$ cat config.mk
export PLATFORM = sky130hd
export DESIGN_NAME = edgcol_register_bank_flat
export DESIGN_NICKNAME = d
export VERILOG_FILES = /design/src/rtl/edgcol_pkg.sv /design/src/rtl/edgcol_register_bank_if.sv /design/src/rtl/edgcol_first_valid.sv /design/src/rtl/edgcol_register_bank.sv /design/src/flat_wrapper.sv
export SDC_FILE = /design/constraint.sdc
export NUM_CORES = 1
export LEC_CHECK = 0
export BUFFER_PORTS_ARGS = -buffer_cell sky130_fd_sc_hd__buf_2
export CORE_MARGIN = 2
export CORE_UTILIZATION = 44
export DETAILED_ROUTE_END_ITERATION = 10
export PLACE_DENSITY = 0.72
export SETUP_SLACK_MARGIN = 0.15
export SLEW_MARGIN = 5
export SYNTH_ARGS = -nofsm -noshare
export SYNTH_HDL_FRONTEND = slang
export SYNTH_SLANG_ARGS = --single-unit
$ cat constraint.sdc
create_clock -name clk -period 3.29 [get_ports clk]
set_input_delay 0.658 -clock clk [delete_from_list [all_inputs] [get_ports clk]]
set_output_delay 0.658 -clock clk [all_outputs]
set_load 0.02 [all_outputs]
$ cat src/rtl/edgcol_pkg.sv
// Shared types and default sizes for the edge-collection register bank.
package edgcol_pkg;

  localparam int REG_WIDTH_DEF   = 32;
  localparam int NUM_ENTRIES_DEF = 6;
  localparam int ADDR_WIDTH_DEF  = 3;

  // Serial read-out state machine.
  typedef enum logic [0:0] {
    IDLE   = 1'b0,
    STREAM = 1'b1
  } strm_state_e;

endpackage

$ cat src/rtl/edgcol_register_bank_if.sv
// Write, parallel-read and stream read-out signals of the edge register bank.
interface edgcol_register_bank_if
  import edgcol_pkg::*;
#(
  parameter int REG_WIDTH   = REG_WIDTH_DEF,
  parameter int NUM_ENTRIES = NUM_ENTRIES_DEF,
  parameter int ADDR_WIDTH  = ADDR_WIDTH_DEF
) ();

  logic                             clr;
  logic                             wrEna;
  logic                             wrMode;
  logic [ADDR_WIDTH-1:0]            wrAddr;
  logic [REG_WIDTH-1:0]             wrData;
  logic                             wrErr;
  logic [NUM_ENTRIES*REG_WIDTH-1:0] rdData;
  logic [NUM_ENTRIES-1:0]           validMask;
  logic [ADDR_WIDTH:0]              count;
  logic                             full;
  logic                             strmStart;
  logic                             strmValid;
  logic                             strmReady;
  logic [REG_WIDTH-1:0]             strmData;
  logic [ADDR_WIDTH-1:0]            strmIdx;
  logic                             strmLast;

  modport master (
    output clr, wrEna, wrMode, wrAddr, wrData, strmStart, strmReady,
    input  wrErr, rdData, validMask, count, full, strmValid, strmData, strmIdx, strmLast
  );

  modport slave (
    input  clr, wrEna, wrMode, wrAddr, wrData, strmStart, strmReady,
    output wrErr, rdData, validMask, count, full, strmValid, strmData, strmIdx, strmLast
  );

endinterface

$ cat src/rtl/edgcol_first_valid.sv
// Priority search: lowest set mask bit whose index is at or above start_i.
// start_i is one bit wider than an index so "past the last entry" is expressible.
module edgcol_first_valid
  import edgcol_pkg::*;
#(
  parameter int N  = NUM_ENTRIES_DEF,
  parameter int IW = ADDR_WIDTH_DEF
) (
  input  logic [N-1:0]  mask_i,
  input  logic [IW:0]   start_i,
  output logic [IW-1:0] idx_o,
  output logic          found_o
);

  logic hit_s;

  // Scan upward; the first qualifying bit wins and later hits are masked off.
  always_comb begin
    idx_o   = '0;
    found_o = 1'b0;
    hit_s   = 1'b0;
    for (int i = 0; i < N; i++) begin
      hit_s   = mask_i[i] && (i >= int'(start_i)) && !found_o;
      idx_o   = hit_s ? IW'(i) : idx_o;
      found_o = found_o | hit_s;
    end
  end

endmodule

$ cat src/rtl/edgcol_register_bank.sv
// Edge-collection register bank: addressed/append writes, parallel read,
// and a snapshot-based serial read-out of the valid entries.
module edgcol_register_bank
  import edgcol_pkg::*;
#(
  parameter int REG_WIDTH   = REG_WIDTH_DEF,
  parameter int NUM_ENTRIES = NUM_ENTRIES_DEF,
  parameter int ADDR_WIDTH  = ADDR_WIDTH_DEF
) (
  input logic                   clk,
  input logic                   rst,
  edgcol_register_bank_if.slave bus
);

  logic [REG_WIDTH-1:0]   data_q [NUM_ENTRIES];
  logic [REG_WIDTH-1:0]   data_d [NUM_ENTRIES];
  logic [NUM_ENTRIES-1:0] valid_q, valid_d;
  logic [NUM_ENTRIES-1:0] snap_q, snap_d;
  logic [ADDR_WIDTH:0]    count_q, count_d;
  logic                   full_q, full_d;
  logic                   wr_err_q, wr_err_d;
  strm_state_e            state_q, state_d;
  logic [ADDR_WIDTH-1:0]  idx_q, idx_d;

  logic                   wr_hit_s;
  logic [ADDR_WIDTH-1:0]  wr_idx_s;
  logic [ADDR_WIDTH-1:0]  app_idx_s, first_idx_s, nxt_idx_s;
  logic                   app_found_s, first_found_s, nxt_found_s;
  logic [REG_WIDTH-1:0]   strm_data_s;

  // Lowest free slot for append writes.
  edgcol_first_valid #(.N(NUM_ENTRIES), .IW(ADDR_WIDTH)) u_app_sel (
    .mask_i(~valid_q), .start_i('0), .idx_o(app_idx_s), .found_o(app_found_s)
  );

  // Lowest valid entry: first beat of a new stream (found == count>0).
  edgcol_first_valid #(.N(NUM_ENTRIES), .IW(ADDR_WIDTH)) u_first_sel (
    .mask_i(valid_q), .start_i('0), .idx_o(first_idx_s), .found_o(first_found_s)
  );

  // Next snapshot entry above the current beat; none found means last beat.
  edgcol_first_valid #(.N(NUM_ENTRIES), .IW(ADDR_WIDTH)) u_next_sel (
    .mask_i(snap_q), .start_i({1'b0, idx_q} + (ADDR_WIDTH+1)'(1)),
    .idx_o(nxt_idx_s), .found_o(nxt_found_s)
  );

  // Write decode: clr drops any write, out-of-range or full writes are rejected.
  always_comb begin
    valid_d  = valid_q;
    wr_err_d = 1'b0;
    wr_hit_s = 1'b0;
    wr_idx_s = '0;
    if (bus.clr) begin
      valid_d = '0;
    end else if (bus.wrEna) begin
      if (bus.wrMode == 1'b0) begin
        if (int'(bus.wrAddr) < NUM_ENTRIES) begin
          wr_hit_s = 1'b1;
          wr_idx_s = bus.wrAddr;
        end else begin
          wr_err_d = 1'b1;
        end
      end else begin
        if (app_found_s) begin
          wr_hit_s = 1'b1;
          wr_idx_s = app_idx_s;
        end else begin
          wr_err_d = 1'b1;
        end
      end
    end else begin
      wr_hit_s = 1'b0;
    end
    for (int i = 0; i < NUM_ENTRIES; i++) begin
      if (wr_hit_s && (int'(wr_idx_s) == i)) begin
        data_d[i]  = bus.wrData;
        valid_d[i] = 1'b1;
      end else begin
        data_d[i]  = data_q[i];
      end
    end
  end

  // Occupancy status computed from the next valid mask so it updates with it.
  always_comb begin
    count_d = '0;
    for (int i = 0; i < NUM_ENTRIES; i++) begin
      count_d = count_d + (ADDR_WIDTH+1)'(valid_d[i]);
    end
    full_d = &valid_d;
  end

  // Stream FSM next state: snapshot on start, skip invalid entries on transfer.
  always_comb begin
    state_d = state_q;
    snap_d  = snap_q;
    idx_d   = idx_q;
    if (bus.clr) begin
      state_d = IDLE;
      snap_d  = '0;
      idx_d   = '0;
    end else begin
      case (state_q)
        IDLE: begin
          if (bus.strmStart && first_found_s) begin
            state_d = STREAM;
            snap_d  = valid_q;
            idx_d   = first_idx_s;
          end else begin
            state_d = IDLE;
          end
        end
        STREAM: begin
          if (bus.strmReady) begin
            if (!nxt_found_s) begin
              state_d = IDLE;
              snap_d  = '0;
              idx_d   = '0;
            end else begin
              idx_d   = nxt_idx_s;
            end
          end else begin
            idx_d = idx_q;
          end
        end
        default: begin
          state_d = IDLE;
          snap_d  = '0;
          idx_d   = '0;
        end
      endcase
    end
  end

  // Live read of the entry addressed by the current beat.
  always_comb begin
    strm_data_s = '0;
    for (int i = 0; i < NUM_ENTRIES; i++) begin
      strm_data_s = (int'(idx_q) == i) ? data_q[i] : strm_data_s;
    end
  end

  // State registers; reset clears everything including the data array.
  always_ff @(posedge clk or negedge rst) begin
    if (!rst) begin
      for (int i = 0; i < NUM_ENTRIES; i++) begin
        data_q[i] <= '0;
      end
      valid_q  <= '0;
      snap_q   <= '0;
      count_q  <= '0;
      full_q   <= 1'b0;
      wr_err_q <= 1'b0;
      state_q  <= IDLE;
      idx_q    <= '0;
    end else begin
      for (int i = 0; i < NUM_ENTRIES; i++) begin
        data_q[i] <= data_d[i];
      end
      valid_q  <= valid_d;
      snap_q   <= snap_d;
      count_q  <= count_d;
      full_q   <= full_d;
      wr_err_q <= wr_err_d;
      state_q  <= state_d;
      idx_q    <= idx_d;
    end
  end

  for (genvar g = 0; g < NUM_ENTRIES; g++) begin : g_rd
    assign bus.rdData[g*REG_WIDTH +: REG_WIDTH] = data_q[g];
  end

  assign bus.validMask = valid_q;
  assign bus.count     = count_q;
  assign bus.full      = full_q;
  assign bus.wrErr     = wr_err_q;
  assign bus.strmValid = (state_q == STREAM);
  assign bus.strmIdx   = idx_q;
  assign bus.strmLast  = (state_q == STREAM) && !nxt_found_s;
  assign bus.strmData  = strm_data_s;

endmodule

$ cat src/flat_wrapper.sv
// flat-port wrapper written by rule: the top's interface ports become plain ports
module edgcol_register_bank_flat import edgcol_pkg::*;
#(
  parameter int REG_WIDTH   = REG_WIDTH_DEF,
  parameter int NUM_ENTRIES = NUM_ENTRIES_DEF,
  parameter int ADDR_WIDTH  = ADDR_WIDTH_DEF
)
  (clk, rst, bus_clr, bus_wrEna, bus_wrMode, bus_wrAddr, bus_wrData, bus_strmStart, bus_strmReady, bus_wrErr, bus_rdData, bus_validMask, bus_count, bus_full, bus_strmValid, bus_strmData, bus_strmIdx, bus_strmLast);
  edgcol_register_bank_if #(.REG_WIDTH(REG_WIDTH), .NUM_ENTRIES(NUM_ENTRIES), .ADDR_WIDTH(ADDR_WIDTH)) bus_i ();
  input logic clk;
  input logic rst;
  input wire logic [$bits(bus_i.clr)-1:0] bus_clr;
  input wire logic [$bits(bus_i.wrEna)-1:0] bus_wrEna;
  input wire logic [$bits(bus_i.wrMode)-1:0] bus_wrMode;
  input wire logic [$bits(bus_i.wrAddr)-1:0] bus_wrAddr;
  input wire logic [$bits(bus_i.wrData)-1:0] bus_wrData;
  input wire logic [$bits(bus_i.strmStart)-1:0] bus_strmStart;
  input wire logic [$bits(bus_i.strmReady)-1:0] bus_strmReady;
  output wire logic [$bits(bus_i.wrErr)-1:0] bus_wrErr;
  output wire logic [$bits(bus_i.rdData)-1:0] bus_rdData;
  output wire logic [$bits(bus_i.validMask)-1:0] bus_validMask;
  output wire logic [$bits(bus_i.count)-1:0] bus_count;
  output wire logic [$bits(bus_i.full)-1:0] bus_full;
  output wire logic [$bits(bus_i.strmValid)-1:0] bus_strmValid;
  output wire logic [$bits(bus_i.strmData)-1:0] bus_strmData;
  output wire logic [$bits(bus_i.strmIdx)-1:0] bus_strmIdx;
  output wire logic [$bits(bus_i.strmLast)-1:0] bus_strmLast;
  assign bus_i.clr = bus_clr;
  assign bus_i.wrEna = bus_wrEna;
  assign bus_i.wrMode = bus_wrMode;
  assign bus_i.wrAddr = bus_wrAddr;
  assign bus_i.wrData = bus_wrData;
  assign bus_i.strmStart = bus_strmStart;
  assign bus_i.strmReady = bus_strmReady;
  assign bus_wrErr = bus_i.wrErr;
  assign bus_rdData = bus_i.rdData;
  assign bus_validMask = bus_i.validMask;
  assign bus_count = bus_i.count;
  assign bus_full = bus_i.full;
  assign bus_strmValid = bus_i.strmValid;
  assign bus_strmData = bus_i.strmData;
  assign bus_strmIdx = bus_i.strmIdx;
  assign bus_strmLast = bus_i.strmLast;
  edgcol_register_bank #(.REG_WIDTH(REG_WIDTH), .NUM_ENTRIES(NUM_ENTRIES), .ADDR_WIDTH(ADDR_WIDTH)) u_core (.clk(clk), .rst(rst), .bus(bus_i));
endmodule
# After elaboration in Yosys (flattened, before gate mapping)
# Cells that the tools add are included.
# op_classes
add_sub_neg	6
n_reduce_logical	50
bitwise	17
n_eq_ne	13
mux	58
order_cmp	7
# ops
cell	n
32-bit 2-to-1 mux	6
3-bit 2-to-1 mux	15
6-bit 2-to-1 mux	5
1-bit logical AND	29
3-bit == test, second input constant	8
1-bit 2-to-1 mux	23
4-bit by 1-bit adder with 4-bit output	4
1-bit zero test	16
1-bit bitwise OR	15
2-bit 2-to-1 mux	6
6-bit case mux with 2 select lines	1
1-bit by 4-bit >= comparator with 1-bit output, first input constant	2
2-bit by 4-bit >= comparator with 1-bit output, first input constant	2
3-bit by 4-bit >= comparator with 1-bit output, first input constant	2
3-bit by 2-bit == test with 1-bit output, second input constant	2
3-bit zero test	2
3-bit inequality test, second input constant	2
6-bit NOT	1
3-bit case mux with 2 select lines	1
6-bit AND reduction	1
3-bit by 1-bit adder with 4-bit output, second input constant	1
3-bit less-than comparator, second input constant	1
3-bit by 2-bit inequality test with 1-bit output, second input constant	1
3-bit AND reduction	1
4 further kinds	4
# totals
ff_bits	214
elab_cells	164

# Longest topological paths before layout
# Gate-level depths: netlist (run 1).
# depth
depth_word	28
mapped_depth	12
mapped_depth_nobuf	10

# Cells and area by module
# From an unflattened synthesis (run 1), not the netlist that was laid out.
# unflattened
cells_unflattened	917
hier_area_um2	10487.6
# modules_own_cells
mod	area_each_um2	seq_area_each_um2	n_inst	cells_each
edgcol_register_bank	9924.5	5330.1	1	821
edgcol_first_valid	187.7	0.0	3	32

# Least setup slack after synthesis (run 1)
# OpenSTA, ideal clock, no wires.
# synth_timing
path_type	input port to flip-flop
startpoint	in bus_wrMode
endpoint	reg u_core.count_q[1], in the netlist u_core.bus.count[1]
setup_ns	0.135
t_arrival_ns	3.254
slack_ns	-0.100
path_buffers	2
cell_stages	12
path_cell_list	buf_2 -> a21boi_0 -> o21ai_1 -> a21oi_2 -> buf_4 -> a21o_1 -> ha_1 -> inv_1 -> fa_1 -> fa_1 -> inv_1 -> fa_1
# synth_between
elab_chain_cells	11
elab_cells_between_ends	29
cone_classes	5 x add/sub; 5 x eq/ne; 12 x mux; 7 x reduce/logical
# synth_rtl
element	line_no	source
from (decl)	flat_wrapper.sv:14	input wire logic [$bits(bus_i.wrMode)-1:0] bus_wrMode;
3-bit 2-to-1 mux	edgcol_register_bank.sv:56	if (bus.wrMode == 1'b0) begin
3-bit 2-to-1 mux	edgcol_register_bank.sv:55	end else if (bus.wrEna) begin
3-bit 2-to-1 mux	edgcol_register_bank.sv:53	if (bus.clr) begin
3-bit by 2-bit == test with 1-bit output	edgcol_register_bank.sv:75	if (wr_hit_s && (int'(wr_idx_s) == i)) begin
1-bit logical AND *	edgcol_register_bank.sv:75	
1-bit 2-to-1 mux *	edgcol_register_bank.sv:75	
net u_core.valid_d[1]	edgcol_register_bank.sv:17	logic [NUM_ENTRIES-1:0] valid_q, valid_d;
1-bit by 1-bit adder with 2-bit output *	edgcol_register_bank.sv:88	count_d = count_d + (ADDR_WIDTH+1)'(valid_d[i]);
4-bit by 1-bit adder with 4-bit output * (4 in a row)	edgcol_register_bank.sv:88	
net u_core.count_d[1]	edgcol_register_bank.sv:19	logic [ADDR_WIDTH:0] count_q, count_d;
to (signal assigned)	edgcol_register_bank.sv:162	count_q <= count_d;
to (decl)	edgcol_register_bank.sv:19	
# Mark *: on every way through the listed nets, which the timed path passes. The rest lies on a longest branch.
# A chain may end at the register's enable or synchronous reset.

# Worst setup path after layout (run 1)
# layout_timing
startpoint	reg u_core.idx_q[0], in the netlist u_core.bus.strmIdx[0]
endpoint	out bus_strmData[3]
# layout_between
elab_chain_cells	7
elab_cells_between_ends	12
cone_classes	5 x eq/ne; 6 x mux; 1 x reduce/logical
# layout_rtl
element	line_no	source
from (decl)	edgcol_register_bank.sv:23	logic [ADDR_WIDTH-1:0] idx_q, idx_d;
from (signal assigned)	edgcol_register_bank.sv:166	idx_q <= idx_d;
3-bit zero test	edgcol_register_bank.sv:139	strm_data_s = (int'(idx_q) == i) ? data_q[i] : strm_data_s;
32-bit 2-to-1 mux (5 in a row)	edgcol_register_bank.sv:139	
32-bit 2-to-1 mux *	edgcol_register_bank.sv:139	
to (decl)	flat_wrapper.sv:25	output wire logic [$bits(bus_i.strmData)-1:0] bus_strmData;
# Mark *: on every way between the ends. The rest lies on a longest branch, timed or not.

==> results of run 1 <==
[per-layer routing]
layer	global-route usage [%]	wire (um)
met5	0	0
met1	34.3	13400
met3	5.27	2120
met4	7.05	833
met2	42.4	15400
[state kept, by name (all words and copies together), names as in the netlist]
name                  flops
u_core.bus.strmIdx        3
u_core.snap_q             6
u_core.bus.full           1
u_core.bus.wrErr          1
u_core.bus.count          3
u_core.bus.strmValid      1
u_core.bus.validMask      6
u_core.bus.rdData       192
[kinds of logic after synthesis]
family	after synthesis
compound gates	179
fa+ha+maj	11
other cells	1
mux	192
flops	213
simple gates	115
buf+inv	72
[per-stage QoR]
step                util [%]  hold WS, ns  area, um2  setup WS (ns)  instances
floorplan                  -        0.362       9990         0.0390        783
CTS                     58.6        0.155      13100          0.112       1390
global route            59.4        0.177      13300         0.0431       1394
detailed placement      52.7        0.488      11800         0.0979       1330
global placement        52.7        0.489      11800          0.134       1330
finish                  59.4        0.149      13300          0.155       1394
[cells in the final DEF (no fill, tap or decap), types with 12 or more instances in the layout]
| master | count |
|---|---|
| a21oi_1 | 67 |
| a221oi_1 | 15 |
| a221oi_2 | 15 |
| buf_2 | 259 |
| buf_4 | 62 |
| clkbuf_16 | 25 |
| dfrtp_1 | 210 |
| inv_1 | 15 |
| mux2_2 | 158 |
| mux2_4 | 29 |
| nand2_1 | 12 |
| nor2_1 | 35 |
| nor3_1 | 29 |
| o22ai_1 | 33 |
[worst max-delay path: cells and delay by family, from the launching register on]
kind | cells | cell delay [ns]
flip-flops | 1 | 0.43
buffers and inverters | 5 | 0.64
AND/OR/NAND/NOR | 2 | 0.21
adder cells (fa/ha/maj) | 1 | 0.16
AO/OA/AOI/OAI | 3 | 0.50
[final cells by class]
cell class | instances | area [um2] | share of cell area, %
clock buffers | 33 | 704 | 5.28
clock inverters | 10 | 214 | 1.61
inverters | 18 | 72.6 | 0.544
multi-input cells | 498 | 4580 | 34.3
flip-flops and latches | 213 | 5330 | 40.0
well taps | 285 | 357 | 2.68
repair buffers | 337 | 2070 | 15.6
[power by group through the flow]
stage | Sequential, mW | Clock (mW) | Combinational (mW)
global route | 3.81 | 3.23 | 4.07
detailed placement | 3.72 | 0 | 3.47
CTS | 3.70 | 3.14 | 3.76
global placement | 3.69 | 0 | 3.43
floorplan | 4.38 | 0 | 1.46
finish | 3.73 | 3.07 | 3.83
[worst max-delay path by stage]
stage | to | slack (ns)
global placement | u_core.bus.count[1] | 0.13
floorplan | u_core.bus.count[1] | 0.04
detailed placement | u_core.bus.count[1] | 0.1
CTS | bus_strmData[25] | 0.11
global route | bus_strmData[16] | 0.04
finish | bus_strmData[3] | 0.16
[cells in the mapped netlist, drive strengths merged, types with 2 or more instances]
cell,count,area [um2]
a32oi,2,25.0
o31ai,2,28.8
o2bb2ai,2,17.5
nor3b,2,20.0
o21ai,11,55.1
a22o,4,35.0
dfrtp,213,5330
ha,8,100
nor3,36,191
nand3,4,20.0
a211oi,2,20.0
clkbuf,30,113
a22oi,2,15.0
mux2,192,2270
buf,24,175
a21oi,71,363
inv,18,67.6
o22ai,33,206
a21o,4,30.0
and2,4,25.0
a31oi,2,12.5
a221oi,33,295
nand2b,4,25.0
o2111ai,2,35.0
nand2,13,48.8
fa,3,60.1
nor2,36,138
nor2b,6,40.0
nand3b,3,22.5
[timing repair]
action	in CTS	in global routing
cloned	4	1
setup endpoints to repair	33	33
pin swaps	25	25
gates resized for setup	57	26
endpoints found under the hold margin	0	0
buffers inserted	13	3
==> flow_summary.yaml, run 1 <==
synth:
  yosys.area_share.simple_pct: 6.09
  synth_top_family_by_area: "multiplexers"
  yosysUniqueCellTypes: 61
  synth-adder-area-share_pct: 1.61
  synth_edf_count: 0
  synthFlopType: "dfrtp_1"
  ys_seq_area_share_pct: 53.5
  avgSynthCellArea_um2: 12.7
  synth_cells: 783
  yosys_warnings: 0
  synth.mux.area_fraction_pct: 22.8
  async_flop_share_pct: 100
  syn_area_um2: 9960
  synth_compound_area_share_pct: 12.4
  syn_nets: 836
  ys_seq_elements: 213
  synth_xor_area_share_pct: 0
setup_path:
  r2r_slack_ns: 0.31
  crit_start: "u_core.bus.strmIdx[0]"
  slowest_stage: "dfrtp_2"
  worst-path-max-fanout: 5
  cp_cell_sequence: "inv_4 -> ha_4 -> nor3b_4 -> buf_6 -> buf_6 -> buf_16 -> a221oi_4 -> nor3_2 -> a21oi_1 -> a21oi_1 -> buf_4"
  required_ns: 2.63
  r2r-start: "u_core.bus.validMask[1]"
  r2r_end: "u_core.bus.count[1]"
  cp.arrival_ns: 2.48
  cpPeakStageDelay_ns: 0.43
  start_kind: "flop"
  rr_worst_depth: 11
  crit_path_end_kind: "output port"
  path_class: "flop to output port"
sta:
  setup-tns-final_ns: 0
  rsz0062_at_grt: "true"
  clock.fmax_ghz: 0.319
  final_max_slew_viol_count: 0
  timing.final.crit_share_pct: 95.3
  maxSlewHeadroom_pct: 45.0
  finalHoldViolCount: 0
  worst_clock_skew_ns: 0.0347
  min_period_ns: 3.13
  worst_slew_pin_slew_ns: 0.825
  report.final.setup_viol: 0
power_and_ir_drop:
  intPower_mw: 6.81
  p_leak_nw: 6.54
  vdd_drop_max_mv: 0.590
  power.density_nw_per_um2: 798
  power_frac_comb_pct: 36.1
  power.total_mw: 10.6
  power_frac_seq_pct: 35.1
  power.share.clock_pct: 28.9
  p_sw_mw: 3.82
  swShare_pct: 36.0
global_route:
  grt-ovfl-total: 0
  grt_start_max_net_pins: 85
  grt_antenna_before_repair: 0
  grt_pass1_wl_mm: 47.8
  grtUsageTotal_pct: 25.6
  grt_pass1_vias: 8085
detailed_routing:
  avgViaCountPerCell: 5.74
  num_vias: 8006
  dr.pass1.iters: 4
  avgRoutedWirePerCell_um: 22.8
  drc: 0
  drt_iter0_markers: 471
  wirelength_mm: 31.8
  ant_nets: 0
cts:
  clock_latency_ns: 0.53
  cts_tree: "done"
  clockRootBuffer: "clkbuf_16"
  cts_max_path_buffers: 3
  clock-sinks: 213
  ctsHoldBuffers: 0
  htree_levels: 1
  clkTransAtPathRegs_ns: 0.06
  cts_buffers: 24
floorplanning:
  boundaryPins: 283
  rows: 55
  die_area_um2: 23900
  die_y_um: 154
  start_util_pct: 44.4
  coreArea_um2: 22400
  die_w_um: 154
layout:
  nNetsFinal: 1145
  syn_to_final_growth_pct: 33.8
  drive_gt1_share_pct: 56.4
  n_antenna_cell: 0
  fill_cells: 1864
placed_design:
  gp_congestion: 0.876
  hpwl_mm: 19.5
  port-buffer-count: 281
hold_path:
  hp-class: "input port to async pin"
status:
  status: "complete, no violations"
run:
  maxCapViolCount: 0
Note: power is estimated with default switching activity, not from simulation.
==> inputs of run 2 (changes only) <==
ABC_AREA = 1   (was unset)
PLACE_DENSITY = 0.71   (was 0.72)
==> run 2 against run 1 <==
Effect of this change: clock skew shrank 0.020 ns; register-to-register slack gained 0.06 ns; synthesized area grew 5.9%; final area shrank 0.78%; sequential power shrank 5%; largest power group is now registers.
==> flow_summary.yaml, run 2 <==
layout:
  nNetsFinal: 1566
  syn_to_final_growth_pct: 25.3
  drive_gt1_share_pct: 34.0
  fill_cells: 2211
  final_common_cell: "nand2_1"
  n_antenna_cell: 0
  layout_common_cells: "nand2_1 (310), buf_2 (277), dfrtp_1 (210)"
  largest_register_ffs: 192
setup_path:
  worst-path-max-fanout: 8
  required_ns: 2.63
  crit_start: "u_core.bus.strmIdx[1]"
  r2r-start: "u_core.bus.validMask[2]"
  start_kind: "flop"
  crit_path_end_kind: "output port"
  cp.arrival_ns: 2.36
  path_class: "flop to output port"
detailed_routing:
  num_vias: 9523
  wirelength_mm: 31.3
  drc: 0
  avgViaCountPerCell: 5.15
  ant_nets: 0
  dr.pass1.iters: 5
  avgRoutedWirePerCell_um: 16.9
  drt_iter0_markers: 619
sta:
  final_max_slew_viol_count: 0
  maxSlewHeadroom_pct: 43.7
  worst_slew_pin_slew_ns: 0.845
  clock.fmax_ghz: 0.332
  report.final.setup_viol: 0
  min_period_ns: 3.02
  rsz0062_at_grt: "true"
  finalHoldViolCount: 0
  worst_clock_skew_ns: 0.0147
  timing.final.crit_share_pct: 91.7
  setup-tns-final_ns: 0
  fin_ws_ns: 0.275
cts:
  cts_tree: "done"
  clkTransAtPathRegs_ns: 0.06
  clockRootBuffer: "clkbuf_16"
  htree_levels: 1
  cts_max_path_buffers: 3
  ctsHoldBuffers: 0
  clock_latency_ns: 0.53
  clock-sinks: 213
  cts_buffers: 24
floorplanning:
  die_area_um2: 25200
  rows: 56
  start_util_pct: 44.8
  coreArea_um2: 23500
  boundaryPins: 283
  die_y_um: 159
  die_w_um: 159
synth:
  synthFlopType: "dfrtp_1"
  syn_nets: 1299
  synth_most_common_cell: "nand2_1"
  synth_top_area_share_pct: 50.5
  yosysUniqueCellTypes: 35
  yosys.area_share.simple_pct: 28.3
  async_flop_share_pct: 100
  synth_compound_area_share_pct: 12.8
  synth-adder-area-share_pct: 1.52
  synth_top_family_by_area: "simple AND/OR/NAND/NOR gates"
  yosys_warnings: 0
  synth_top_cell_by_area: "dfrtp_1"
  synth_edf_count: 0
  synth_common_cells: "nand2_1 (315), dfrtp_1 (213), nand3_1 (172)"
  yosys-top-cells-area: "dfrtp_1 (51%), nand2_1 (11%), nand3_1 (8.2%), o21ai_0 (4.2%), a21oi_2 (3.9%)"
  synth_xor_area_share_pct: 0
  synth.mux.area_fraction_pct: 0
  synth_cells: 1246
  ys_seq_elements: 213
  ys_seq_area_share_pct: 50.5
  avgSynthCellArea_um2: 8.47
  syn_area_um2: 10600
status:
  status: "complete, no violations"
run:
  maxCapViolCount: 0
global_route:
  grt-ovfl-total: 0
  grtUsageTotal_pct: 24.5
  grt_antenna_before_repair: 0
  grt_pass1_vias: 9140
  grt_start_max_net_pins: 72
  grt_pass1_wl_mm: 50.4
placed_design:
  hpwl_mm: 20.7
  port-buffer-count: 281
  dp_slack_ns: 0.0424
  gp_congestion: 0.855
hold_path:
  hp-class: "input port to async pin"
power_and_ir_drop:
  vdd_drop_max_mv: 0.448
  power.density_nw_per_um2: 715
  p_leak_nw: 6.86
==> run 2: logic make-up after synthesis <==
kind of cell	after synthesis
adders and majority gates	11
AOI/OAI and AO/OA	213
and+or+nand+nor	659
buffers and inverters	149
DFF	213
other	1
==> run 2: critical path: stages (launching register included) <==
cell,delay (ns)
dfrtp_2,0.44
inv_2,0.11
ha_4,0.15
inv_2,0.06
nor2_4,0.16
buf_4,0.15
clkbuf_16,0.15
nand2_1,0.05
nand3_1,0.09
nand3_1,0.07
nand3_1,0.08
nand3_1,0.08
nand2_1,0.08
buf_2,0.15
==> run 2: path summary, 6_finish.rpt <==
check | end | slack (ns) | depth (start not counted)
setup / recovery | bus_strmData[12] | 0.27 | 13
hold reg to reg | u_core.snap_q[1] | 0.47 | 2
setup reg to reg | u_core.bus.count[1] | 0.37 | 13
max in group asynchronous | u_core.bus.rdData[78] | 2.39 | 2
hold / removal | u_core.bus.count[1] | 0.16 | 1
min in group clk | u_core.bus.strmValid | 0.42 | 3
==> run 2: per-stage QoR <==
step | hold slack (ns) | instance area [um2] | utilization [%] | power (mW) | cells
finish | 0.156 | 13200 | 56.2 | 9.46 | 1850
global route | 0.194 | 13200 | 56.2 | 10.0 | 1850
detailed placement | 0.460 | 12200 | 52.0 | 6.75 | 1799
global placement | 0.460 | 12200 | 52.0 | 6.68 | 1799
CTS | 0.166 | 13000 | 55.4 | 9.43 | 1843
floorplan | 0.362 | 10600 | - | 5.54 | 1246
==> run 2: layout make-up <==
type / instances / area, um2 / share of cell area (%)
Sequential cell: 213 / 5330 / 40.3
Inverter: 68 / 259 / 1.96
Multi-Input combinational cell: 884 / 4550 / 34.4
Tap cell: 319 / 399 / 3.02
Timing Repair Buffer: 322 / 1890 / 14.3
Clock inverter: 6 / 68.8 / 0.520
Clock buffer: 38 / 723 / 5.47
==> run 2: per-layer routing <==
metal  track usage [%]  wire length (um)
met3              4.68              2110
met5                 0                 0
met2              40.5             14700
met1              33.4             13600
met4              6.32               784
==> run 2: what timing repair did <==
action / in CTS / in global routing
gates resized for setup: 0 / 30
hold endpoints to repair: 0 / 0
setup buffers: 0 / 5
setup endpoints to repair: 0 / 33
==> run 2: where the power goes <==
part           switching, mW  internal, mW
Sequential             0.411          3.13
Clock                   1.08          1.58
Combinational           2.11          1.14
Total                   3.61          5.85
==> inputs of run 3 (changes only) <==
CAP_MARGIN = 30   (was unset)
PLACE_DENSITY = 0.69   (was 0.71)
clock period = 2.45 ns   (was 3.29 ns; I/O delays follow)
==> run 3 against run 2 <==
Effect of this change: the flow now finishes with violations (negative setup slack); sequential power is 34% higher; via count is 1.6% higher; clock-buffer cell count is 1 higher; die area stayed put; routed wire length is 3.4% higher; combinational power is 52% higher; critical endpoint is now bus_strmData[16]; largest cell class unchanged.
==> flow_summary.yaml, run 3 (same netlist as run 2, synthesis figures left out) <==
status:
  status: "finished, violations left"
  violations: "negative setup slack"
detailed_routing:
  ant_nets: 0
  drc: 0
  wirelength_mm: 32.3
  avgViaCountPerCell: 5.12
  drt_iter0_markers: 722
  dr.pass1.iters: 5
  avgRoutedWirePerCell_um: 17.1
  num_vias: 9675
placed_design:
  hpwl_mm: 20.6
  gp_congestion: 0.848
  port-buffer-count: 281
setup_path:
  cp.arrival_ns: 2.30
  cp_cell_sequence: "inv_4 -> ha_2 -> nand2_4 -> buf_12 -> or2_2 -> nand3_1 -> nand3_2 -> nand3_1 -> nand2_1 -> buf_4"
  path_class: "flop to output port"
  crit_path_end_kind: "output port"
  cpMostUsedCell: "nand3_1"
  required_ns: 1.96
  slowest_stage: "dfrtp_2"
  worst-path-max-fanout: 30
  cpPeakStageDelay_ns: 0.44
  start_kind: "flop"
global_route:
  grt_pass1_vias: 9416
  grtUsageTotal_pct: 25.3
  grt_pass1_wl_mm: 51.8
  grt_antenna_before_repair: 1
  grt_start_max_net_pins: 65
  grt-ovfl-total: 0
sta:
  final_max_slew_viol_count: 0
  worst_clock_skew_ns: 0.0193
  clock.fmax_ghz: 0.358
  finalHoldViolCount: 0
  worst_slew_pin_slew_ns: 0.862
  maxSlewHeadroom_pct: 42.5
  fin_ws_ns: -0.345
  timing.final.crit_share_pct: 114
  report.final.setup_viol: 36
  min_period_ns: 2.79
  rsz0062_at_grt: "true"
  holdWs_ns: 0.265
power_and_ir_drop:
  p_leak_nw: 7.27
  power_frac_seq_pct: 35.3
  power.share.clock_pct: 27.8
  intPower_mw: 8.47
  vdd_drop_max_mv: 0.588
  power.density_nw_per_um2: 956
  p_sw_mw: 4.97
  power_frac_comb_pct: 36.8
  swShare_pct: 37.0
layout:
  register_area_um2: 5330
  largest_register_ffs: 192
  multi_input_area_um2: 4710
  final_common_cell: "nand2_1"
  fill_cells: 2109
  fin_util_pct: 59.7
  syn_to_final_growth_pct: 33.2
  drive_gt1_share_pct: 37.7
  layout_common_cells: "nand2_1 (303), buf_2 (247), dfrtp_1 (212)"
  nNetsFinal: 1606
floorplanning:
  boundaryPins: 283
  rows: 56
  die_w_um: 159
  die_y_um: 159
  die_area_um2: 25200
  coreArea_um2: 23500
  start_util_pct: 44.8
cts:
  htree_levels: 1
  cts_tree: "done"
  clock_latency_ns: 0.52
  cts_buffers: 24
  clockRootBuffer: "clkbuf_16"
  clkTransAtPathRegs_ns: 0.06
  clock-sinks: 213
  cts_max_path_buffers: 3
hold_path:
  hp-class: "input port to flop"
run:
  maxCapViolCount: 0
==> run 3: layout make-up <==
type                            count  share of cell area [%]
Clock inverter                      5                   0.534
Tap cell                          319                    2.84
Sequential cell                   213                    37.9
Timing Repair Buffer              362                    17.9
Inverter                           68                    1.85
Antenna cell                        1                  0.0178
Clock buffer                       39                    5.39
Multi-Input combinational cell    884                    33.5
==> run 3: timing repair <==
action,in CTS,in global routing
endpoints found under the hold margin,50,0
hold buffers,1,0
setup endpoints to repair,36,42
buffers inserted,16,3
resized for setup,92,20
cloned,5,1
pin swaps,17,15
==> run 3: path summary, 6_finish.rpt <==
kind,end,depth (start not counted),start,slack [ns]
hold / removal,u_core.bus.strmValid,3,bus_strmStart,0.26
max in group asynchronous,u_core.bus.rdData[175],3,rst,1.18
setup / recovery,bus_strmData[16],10,u_core.bus.strmIdx[0],-0.34
hold reg to reg,u_core.snap_q[2],2,u_core.snap_q[2],0.48
min in group asynchronous,u_core.bus.full,2,rst,0.51
setup reg to reg,u_core.bus.count[1],11,u_core.bus.validMask[2],-0.32
==> run 3: power groups by stage <==
stage          clock [mW]  sequential (mW)  combinational, mW
6_report             3.74             4.75               4.95
3_5_place_dp            0             4.79               4.33
2_1_floorplan           0             5.56               1.89
5_1_grt              3.96             4.84               5.37
3_3_place_gp            0             4.77               4.28
4_1_cts              3.79             4.73               4.91
==> run 3: metrics by stage <==
step           area (um2)  worst slack, ns  cells  power, mW  TNS, ns
2_1_floorplan       10600           -0.643   1246       7.45    -1.49
3_3_place_gp        12500           -0.482   1820       9.05   -0.998
3_5_place_dp        12500           -0.520   1820       9.12    -1.11
4_1_cts             13900           -0.331   1886       13.4   -10.28
5_1_grt             14100           -0.461   1890       14.2   -14.65
6_report            14100           -0.345   1891       13.4    -9.52
==> run 3: metal layers <==
layer	vias to the layer above	wire length, um	GRT usage (%)
met4	0	881	7.44
met2	359	15500	42.8
li1	4687	-	-
met1	4572	13900	33.8
met5	-	0	0
met3	57	1990	3.89
==> run 3: critical path: cells and delay by family, from the launching register on <==
| kind | cells | cell delay [ns] |
|---|---|---|
| and+or+nand+nor | 6 | 0.70 |
| DFF | 1 | 0.44 |
| buffers and inverters | 3 | 0.42 |
| adders and majority gates | 1 | 0.19 |
